$ cat config.mk
export PLATFORM = sky130hd
export DESIGN_NAME = ram_arbiter_flat
export DESIGN_NICKNAME = d
export VERILOG_FILES = /design/src/rtl/hack_mem_pkg.sv /design/src/rtl/ram_arbiter_if.sv /design/src/rtl/rr_arb2.sv /design/src/rtl/ram_arbiter.sv /design/src/flat_wrapper.sv
export SDC_FILE = /design/constraint.sdc
export NUM_CORES = 1
export LEC_CHECK = 0
export BUFFER_PORTS_ARGS = -buffer_cell sky130_fd_sc_hd__buf_2
export CORE_ASPECT_RATIO = 2
export CORE_UTILIZATION = 48
export CTS_CLUSTER_SIZE = 8
export DETAILED_ROUTE_END_ITERATION = 16
export PLACE_DENSITY = 0.84
export SLEW_MARGIN = 20
export SYNTH_ARGS = -nofsm -noshare
export SYNTH_HDL_FRONTEND = slang
export SYNTH_HIERARCHICAL = 1
export SYNTH_SLANG_ARGS = --single-unit
$ cat constraint.sdc
create_clock -name clk -period 2.7 [get_ports clk]
set_clock_uncertainty 0.1 [all_clocks]
set_input_delay 0.405 -clock clk [delete_from_list [all_inputs] [get_ports clk]]
set_output_delay 0.405 -clock clk [all_outputs]
set_load 0.02 [all_outputs]
$ cat src/rtl/hack_mem_pkg.sv
// hack_mem_pkg: shared constants, port ids and arbiter state type for the Hack data RAM path
package hack_mem_pkg;
    localparam int RAM_WORDS = 2048;
    localparam int HACK_ADDR_W = 16;
    localparam int HACK_DW = 16;
    localparam logic PORT_A = 1'b0;
    localparam logic PORT_B = 1'b1;
    typedef enum logic [1:0] {IDLE, ACCESS, ACK} arb_state_t;
endpackage

$ cat src/rtl/ram_arbiter_if.sv
// ram_arbiter_if: one requester's req/ack transaction bundle
interface ram_arbiter_if #(parameter int DW = hack_mem_pkg::HACK_DW);
    logic req;
    logic we;
    logic [hack_mem_pkg::HACK_ADDR_W-1:0] addr;
    logic [DW-1:0] wdata;
    logic ack;
    logic [DW-1:0] rdata;
    logic err;
    modport master(output req, we, addr, wdata, input ack, rdata, err);
    modport slave(input req, we, addr, wdata, output ack, rdata, err);
endinterface

$ cat src/rtl/rr_arb2.sv
// rr_arb2: combinational two-way round-robin pick with an exclusion mask
module rr_arb2 import hack_mem_pkg::*; (
    input  logic       req_a,
    input  logic       req_b,
    input  logic [1:0] mask,
    input  logic       rr,
    output logic       grant_valid,
    output logic       grant_port
);
    logic ea, eb;
    // a masked port is invisible; ties go to the rr-preferred port
    always_comb begin
        ea = req_a & ~mask[PORT_A];
        eb = req_b & ~mask[PORT_B];
        grant_valid = ea | eb;
        grant_port = (ea & eb) ? rr : (eb ? PORT_B : PORT_A);
    end
endmodule

$ cat src/rtl/ram_arbiter.sv
// ram_arbiter: shares the single Hack data RAM between the CPU (port a) and a loader (port b)
module ram_arbiter import hack_mem_pkg::*; #(
    parameter int DW = hack_mem_pkg::HACK_DW,
    parameter int RAM_WORDS = hack_mem_pkg::RAM_WORDS
) (
    input  logic                   clk,
    input  logic                   rst_n,
    ram_arbiter_if.slave           a,
    ram_arbiter_if.slave           b,
    output logic [HACK_ADDR_W-1:0] ram_address,
    output logic [DW-1:0]          ram_in,
    output logic                   ram_load,
    input  logic [DW-1:0]          ram_out
);
    localparam logic [HACK_ADDR_W:0] LIMIT = (HACK_ADDR_W+1)'(RAM_WORDS);

    arb_state_t state, next_state;
    logic rr, cur_port, cur_we;
    logic [HACK_ADDR_W-1:0] cur_addr;
    logic [DW-1:0] cur_wdata, a_rdata, b_rdata;
    logic [1:0] mask;
    logic grant_valid, grant_port, in_range, take;

    rr_arb2 u_arb (
        .req_a(a.req),
        .req_b(b.req),
        .mask(mask),
        .rr(rr),
        .grant_valid(grant_valid),
        .grant_port(grant_port)
    );

    // state register
    always_ff @(posedge clk) begin
        if (!rst_n) state <= IDLE;
        else state <= next_state;
    end

    // next state, RAM pins and per-port responses; the acked port is masked since its req is stale
    always_comb begin
        mask = (state == ACK) ? (cur_port ? 2'b10 : 2'b01) : 2'b00;
        in_range = {1'b0, cur_addr} < LIMIT;
        take = grant_valid && state != ACCESS;
        next_state = (state == ACCESS) ? ACK : (grant_valid ? ACCESS : IDLE);
        ram_load = state == ACCESS && cur_we && in_range && rst_n;
        ram_address = (state == ACCESS) ? cur_addr : '0;
        ram_in = (state == ACCESS) ? cur_wdata : '0;
        a.ack = state == ACK && cur_port == PORT_A;
        b.ack = state == ACK && cur_port == PORT_B;
        a.err = a.ack && !in_range;
        b.err = b.ack && !in_range;
        a.rdata = a_rdata;
        b.rdata = b_rdata;
    end

    // latch the granted request, rotate priority, capture read data at the end of ACCESS
    always_ff @(posedge clk) begin
        if (!rst_n) begin
            rr <= PORT_A;
            cur_port <= PORT_A;
            cur_we <= 1'b0;
            cur_addr <= '0;
            cur_wdata <= '0;
            a_rdata <= '0;
            b_rdata <= '0;
        end else begin
            if (take) begin
                cur_port <= grant_port;
                cur_we <= grant_port ? b.we : a.we;
                cur_addr <= grant_port ? b.addr : a.addr;
                cur_wdata <= grant_port ? b.wdata : a.wdata;
                rr <= ~grant_port;
            end
            if (state == ACCESS) begin
                if (cur_port == PORT_A) a_rdata <= in_range ? ram_out : '0;
                else b_rdata <= in_range ? ram_out : '0;
            end
        end
    end
endmodule
$ cat src/flat_wrapper.sv
// flat-port wrapper written by rule: the top's interface ports become plain ports
module ram_arbiter_flat import hack_mem_pkg::*;
#(
    parameter int DW = hack_mem_pkg::HACK_DW,
    parameter int RAM_WORDS = hack_mem_pkg::RAM_WORDS
)
  (clk, rst_n, ram_address, ram_in, ram_load, ram_out, a_req, a_we, a_addr, a_wdata, a_ack, a_rdata, a_err, b_req, b_we, b_addr, b_wdata, b_ack, b_rdata, b_err);
  ram_arbiter_if #(.DW(DW)) a_i ();
  ram_arbiter_if #(.DW(DW)) b_i ();
  input  logic clk;
  input  logic rst_n;
  output logic [HACK_ADDR_W-1:0] ram_address;
  output logic [DW-1:0] ram_in;
  output logic ram_load;
  input  logic [DW-1:0] ram_out;
  input wire logic [$bits(a_i.req)-1:0] a_req;
  input wire logic [$bits(a_i.we)-1:0] a_we;
  input wire logic [$bits(a_i.addr)-1:0] a_addr;
  input wire logic [$bits(a_i.wdata)-1:0] a_wdata;
  output wire logic [$bits(a_i.ack)-1:0] a_ack;
  output wire logic [$bits(a_i.rdata)-1:0] a_rdata;
  output wire logic [$bits(a_i.err)-1:0] a_err;
  input wire logic [$bits(b_i.req)-1:0] b_req;
  input wire logic [$bits(b_i.we)-1:0] b_we;
  input wire logic [$bits(b_i.addr)-1:0] b_addr;
  input wire logic [$bits(b_i.wdata)-1:0] b_wdata;
  output wire logic [$bits(b_i.ack)-1:0] b_ack;
  output wire logic [$bits(b_i.rdata)-1:0] b_rdata;
  output wire logic [$bits(b_i.err)-1:0] b_err;
  assign a_i.req = a_req;
  assign a_i.we = a_we;
  assign a_i.addr = a_addr;
  assign a_i.wdata = a_wdata;
  assign a_ack = a_i.ack;
  assign a_rdata = a_i.rdata;
  assign a_err = a_i.err;
  assign b_i.req = b_req;
  assign b_i.we = b_we;
  assign b_i.addr = b_addr;
  assign b_i.wdata = b_wdata;
  assign b_ack = b_i.ack;
  assign b_rdata = b_i.rdata;
  assign b_err = b_i.err;
  ram_arbiter #(.DW(DW), .RAM_WORDS(RAM_WORDS)) u_core (.clk(clk), .rst_n(rst_n), .a(a_i), .b(b_i), .ram_address(ram_address), .ram_in(ram_in), .ram_load(ram_load), .ram_out(ram_out));
endmodule
==> run_results.csv, run 1 <==
group,metric,value,unit
sta,fin_crit,2310,ps
detailed_routing,ant_nets,0,
synthesis,synth_warnings,6,
worst_setup_path,critPathKind,"reg2reg",
synthesis,synth_top_area_cell,"dfxtp_1",
worst_setup_path,required,2770,ps
synthesis,netlist-cell-type-count,34,
synthesis,syn_nets,450,
finish,stdcell_area,0.00459,sq mm
clock_tree,hold_buffers,0,
worst_setup_path,crit_fanout,35,
global_route,grtUsageTotal,22.5,%
hold_path,hold_path_class,"in2reg",
detailed_routing,drc,0,
clock_tree,clk_path_buf_depth,2,
global_route,grt_pass1_vias,2953,
sta,tightest_slew,1070,ps
sta,hold_viol,0,
finish,layout_common_cells,"buf_2, dfxtp_1, and2_1, nand3_1",
global_route,grt_max_degree,65,
flow_run,drv_cap,0,
power_and_ir_drop,power,3.07,mW
sta,setup_viol,0,
global_route,antenna_found_initial,0,
finish,antenna_cells,0,
synthesis,synth_area,0.00356,sq mm
clock_tree,clkSinkCount,69,
power_and_ir_drop,powerDensity,669,mW/mm^2
synthesis,synth_compound_gate_area_share,24.8,%
clock_tree,cts.clk_slew.worst_paths,60,ps
synthesis,synth_seq_cells,69,
clock_tree,cts_tree,"built",
synthesis,synthTopCellsByArea,"dfxtp_1, a211oi_2, mux2i_1, a21oi_2, and2_1",
sta,maxSlewViolCount,0,
clock_tree,clkLatencyLatePin,330,ps
synthesis,yosys.area_share.simple,17.6,%
placement,post_dp_cell_area,0.00424,sq mm
finish,drive_gt1_share,48.6,%
synthesis,netlist_instances,364,
global_route,grt_pass1_wl,13600,microns
detailed_routing,drt_iter0_markers,245,
synthesis,yosys-mux-area-fraction,9.27,%
synthesis,synth_xor_area_share,0,%
floorplan,io_pins,155,
finish,nNetsFinal,587,
clock_tree,htree_levels,3,
clock_tree,post_cts_resize_count,0,
synthesis,synth_top_area_share,38.8,%
hold_path,worstHoldPathCells,3,
synthesis,synth_fa_ha_area_share,0,%
sta,max_slew_margin,28.4,%
run_status,outcome,"finished, final reports clean",
power_and_ir_drop,vdd_ir_drop_max,0.407,mV
floorplan,num_rows,44,
sta,grt_setup_unrepaired,"no",
worst_setup_path,worst_setup_path_start_kind,"register",
floorplan,initial_utilization,49.4,%
global_route,grt_overflow,0,
placement,dp_hpwl,6250,microns
worst_setup_path,worstPathArrival,2370,ps
detailed_routing,drtPass1Iterations,4,
floorplan,die_h,124,microns
detailed_routing,wire_per_inst,14.7,microns
detailed_routing,drt-total-wl,8790,microns
sta,fmax,434,MHz
synthesis,avgSynthCellArea,9.79,sq um
sta,tns,0,ps
floorplan,dieArea,0.00779,sq mm
detailed_routing,vias,3213,
worst_setup_path,end_kind,"register",
sta,period_share,85.4,%
finish,layout_commonest_cell,"buf_2",
worst_setup_path,worstRegToRegCells,6,
detailed_routing,vias_per_cell,5.37,
placement,gp_congestion,0.747,
clock_tree,root_buffer,"clkbuf_16",
placement,portBuffers,154,
synthesis,ys_seq_area_share,38.8,%
synthesis,synth_top_family_by_area,"compound AO/OA/AOI/OAI gates",
finish,area_delta_synth_final,28.9,%
clock_tree,post-cts-setup-buffers,0,
power_and_ir_drop,leakagePower,2.02,nW
floorplan,die_x,62.9,microns
finish,utilization,63.7,%
clock_tree,cts_buffers,9,
floorplan,coreArea,0.00721,sq mm
-- area by class of cell --
type / instances / area (sq um)
repair buffers: 165 / 866
clock inverters: 6 / 110
flip-flops and latches: 69 / 1380
clock buffers: 10 / 239
multi-input cells: 252 / 1870
inverters: 4 / 15.0
well taps: 92 / 115
fillers: 628 / 2620
-- layer usage --
| layer | global-route usage [%] | share of wire, % |
|---|---|---|
| met5 | 0 | 0 |
| met4 | 10.9 | 1.5 |
| met3 | 4.95 | 5.1 |
| met2 | 43.1 | 57 |
| met1 | 22.4 | 36 |
-- Yosys cell counts, drive strengths merged --
cell          number
inv                4
o22ai             33
a21oi             35
and2              34
nor3               3
and3b              2
or3                1
mux2i             33
nor2               4
a211oi            33
buf               27
nor2b              1
o21ai              2
dfxtp             69
nand3             34
dlymetal6s2s       1
nand2             33
clkbuf            11
nand2b             1
nor3b              3
-- worst paths after layout --
path / start / endpoint / slack, ps
worst min register to register: u_core/a.rdata[7] / u_core/a.rdata[7] / 360
worst max register to register: u_core/state[1] / u_core/cur_addr[11] / 390
worst max-delay path: u_core/state[1] / u_core/cur_addr[11] / 390
worst min-delay path: ram_out[1] / u_core/a.rdata[1] / 250
-- flip-flops by register name, summed over array words and instances (netlist names) --
| register | cells |
|---|---|
| u_core/cur_addr | 16 |
| u_core/state | 2 |
| u_core/a.rdata | 16 |
| u_core/cur_we | 1 |
| u_core/cur_wdata | 16 |
| u_core/rr | 1 |
| u_core/cur_port | 1 |
| u_core/b.rdata | 16 |
-- critical path, stage by stage, from the launching register on --
cell	delay [ps]
dfxtp_1	440
nor3b_1	580
nor3b_2	140
nor3_4	170
buf_12	280
mux2i_1	310
a211oi_2	100
-- cells by family after synthesis --
kind of cell,Yosys count
AO/OA/AOI/OAI,103
buffers and inverters,43
flip-flops,69
multiplexers,33
AND/OR/NAND/NOR,116
-- stage by stage --
stage                     setup slack (ps)  cells  hold WS [ps]
after floorplan                        334    364           365
after global placement                 403    582           348
after detailed placement               352    582           355
after CTS                              341    598           240
after global routing                   276    598           261
final                                  394    598           251
-- power by group --
group          internal [mW]  total, mW  switching, mW
Sequential              1.09       1.14         0.0493
Clock                  0.924       1.35          0.425
Combinational          0.244      0.582          0.338
Note: power is estimated with default switching activity, not from simulation.
==> run 2, diff against run 1 <==
--- a/config.mk
+++ b/config.mk
@@ -10,7 +10,7 @@
 export CORE_UTILIZATION = 48
 export CTS_CLUSTER_SIZE = 8
 export DETAILED_ROUTE_END_ITERATION = 16
-export PLACE_DENSITY = 0.84
+export PLACE_DENSITY_LB_ADDON = 0.1
 export SLEW_MARGIN = 20
 export SYNTH_ARGS = -nofsm -noshare
 export SYNTH_HDL_FRONTEND = slang
==> run 2 against run 1 <==
Effect of this change:
- global-route usage fell by 0.54 points
- utilization fell by 0.56 points
- total power fell by 6.7%
- combinational power barely moved
- register-to-register slack improved by 50 ps
- sequential power barely moved
- non-clock buffer count rose by 2
- cell area fell by 0.87%
==> run_results.csv, run 2 (same netlist as run 1, synthesis figures left out) <==
group,metric,value,unit
finish,layout_commonest_cell,"buf_2",
clock_tree,cts_tree,"built",
clock_tree,htree_levels,3,
finish,drive_gt1_share,48.4,%
sta,tns,0,ps
sta,max_slew_margin,27.4,%
hold_path,holdCritStartpoint,"ram_out[13]",
finish,utilization,63.1,%
detailed_routing,drt-total-wl,8530,microns
power_and_ir_drop,power,2.87,mW
global_route,grt_pass1_wl,13400,microns
detailed_routing,drtPass1Iterations,4,
sta,grt_setup_unrepaired,"no",
sta,setup_viol,0,
detailed_routing,wl_met2,4510,microns
worst_setup_path,r2r-start,"u_core/state[1]",
clock_tree,post-cts-setup-buffers,0,
worst_setup_path,crit_fanout,33,
finish,area_delta_synth_final,27.8,%
power_and_ir_drop,vdd_ir_drop_max,0.424,mV
clock_tree,cts.clk_slew.worst_paths,50,ps
sta,period_share,83.4,%
worst_setup_path,worstRegToRegCells,6,
flow_run,drv_cap,0,
floorplan,dieArea,0.00779,sq mm
worst_setup_path,worstPathArrival,2310,ps
finish,antenna_cells,0,
placement,dp_hpwl,6090,microns
clock_tree,cts_buffers,9,
finish,nNetsFinal,589,
sta,hold_viol,0,
floorplan,num_rows,44,
sta,fmax,444,MHz
placement,placed_cells,584,
worst_setup_path,timing.reg2reg.setup_slack,450,ps
floorplan,io_pins,155,
clock_tree,clkLatencyLatePin,320,ps
worst_setup_path,critPathLaunch,"u_core/state[1]",
detailed_routing,vias_per_cell,5.37,
floorplan,die_x,62.9,microns
detailed_routing,drt_iter0_markers,263,
worst_setup_path,worst_setup_path_start_kind,"register",
detailed_routing,wl_met1,3250,microns
global_route,grt_overflow,0,
detailed_routing,top_layer_used,"met4",
clock_tree,clk_path_buf_depth,2,
global_route,grtUsageTotal,22.0,%
finish,fin_cells,600,
worst_setup_path,endpoint,"u_core/cur_addr[4]",
power_and_ir_drop,powerDensity,630,mW/mm^2
placement,post_dp_cell_area,0.00426,sq mm
clock_tree,root_buffer,"clkbuf_16",
finish,fill_cells,685,
global_route,grt_pass1_vias,2926,
sta,tightest_slew,1090,ps
floorplan,initial_utilization,49.4,%
sta,fin_crit,2250,ps
placement,portBuffers,154,
worst_setup_path,critPathKind,"reg2reg",
global_route,antenna_found_initial,0,
worst_setup_path,worstReg2RegEnd,"u_core/cur_addr[4]",
placement,gp_congestion,0.814,
floorplan,die_h,124,microns
floorplan,coreArea,0.00721,sq mm
detailed_routing,wire_per_inst,14.2,microns
finish,layout_common_cells,"buf_2, dfxtp_1, and2_1, nand3_1",
power_and_ir_drop,leakagePower,2.01,nW
detailed_routing,ant_nets,0,
finish,stdcell_area,0.00455,sq mm
clock_tree,hold_buffers,0,
detailed_routing,vias,3222,
detailed_routing,drc,0,
sta,maxSlewViolCount,0,
detailed_routing,wl_met3,464,microns
hold_path,hold_path_class,"in2reg",
clock_tree,post_cts_resize_count,0,
clock_tree,clkSinkCount,69,
global_route,grt_max_degree,64,
worst_setup_path,end_kind,"register",
worst_setup_path,required,2760,ps
run_status,outcome,"finished, final reports clean",
-- run 2: critical path, cell delays in order (launching register included) --
cell      delay, ps
dfxtp_1         360
nor3b_1         160
buf_4           160
o22ai_4         150
inv_1           120
nor2_4          850
a211oi_2        160
-- run 2: power by group --
part           internal (mW)  switching, mW
Sequential              1.09         0.0455
Combinational          0.245          0.338
Clock                  0.737          0.410
-- run 2: metrics by stage --
| stage | setup slack [ps] | hold slack [ps] |
|---|---|---|
| finish | 448 | 256 |
| detailed placement | 427 | 356 |
| CTS | 420 | 238 |
| global placement | 459 | 348 |
| floorplan | 334 | 365 |
| global route | 264 | 246 |
-- run 2: worst min-delay path by stage --
| stage | to | slack (ps) | cells after the start |
|---|---|---|---|
| 5_1_grt | u_core/b.rdata[13] | 250 | 3 |
| 3_5_place_dp | u_core/b.rdata[11] | 360 | 2 |
| 3_3_place_gp | u_core/b.rdata[15] | 350 | 2 |
| 4_1_cts | u_core/b.rdata[13] | 240 | 3 |
| 6_report | u_core/b.rdata[13] | 260 | 3 |
| 2_1_floorplan | u_core/rr | 370 | 2 |
-- run 2: area by class of cell --
class                   instances  area (sq um)  area share (%)
clock buffers                  12           246            5.42
clock inverters                 4          47.5            1.04
inverters                       4          15.0           0.330
multi-input cells             252          1870            41.0
flip-flops and latches         69          1380            30.3
well taps                      92           115            2.53
repair buffers                167           881            19.4
-- run 2: routing by layer --
metal  up-vias  track usage (%)
met5         -                0
met3        18             5.40
met4         0             12.5
met1      1499             23.9
li1       1592                -
met2       113             38.4
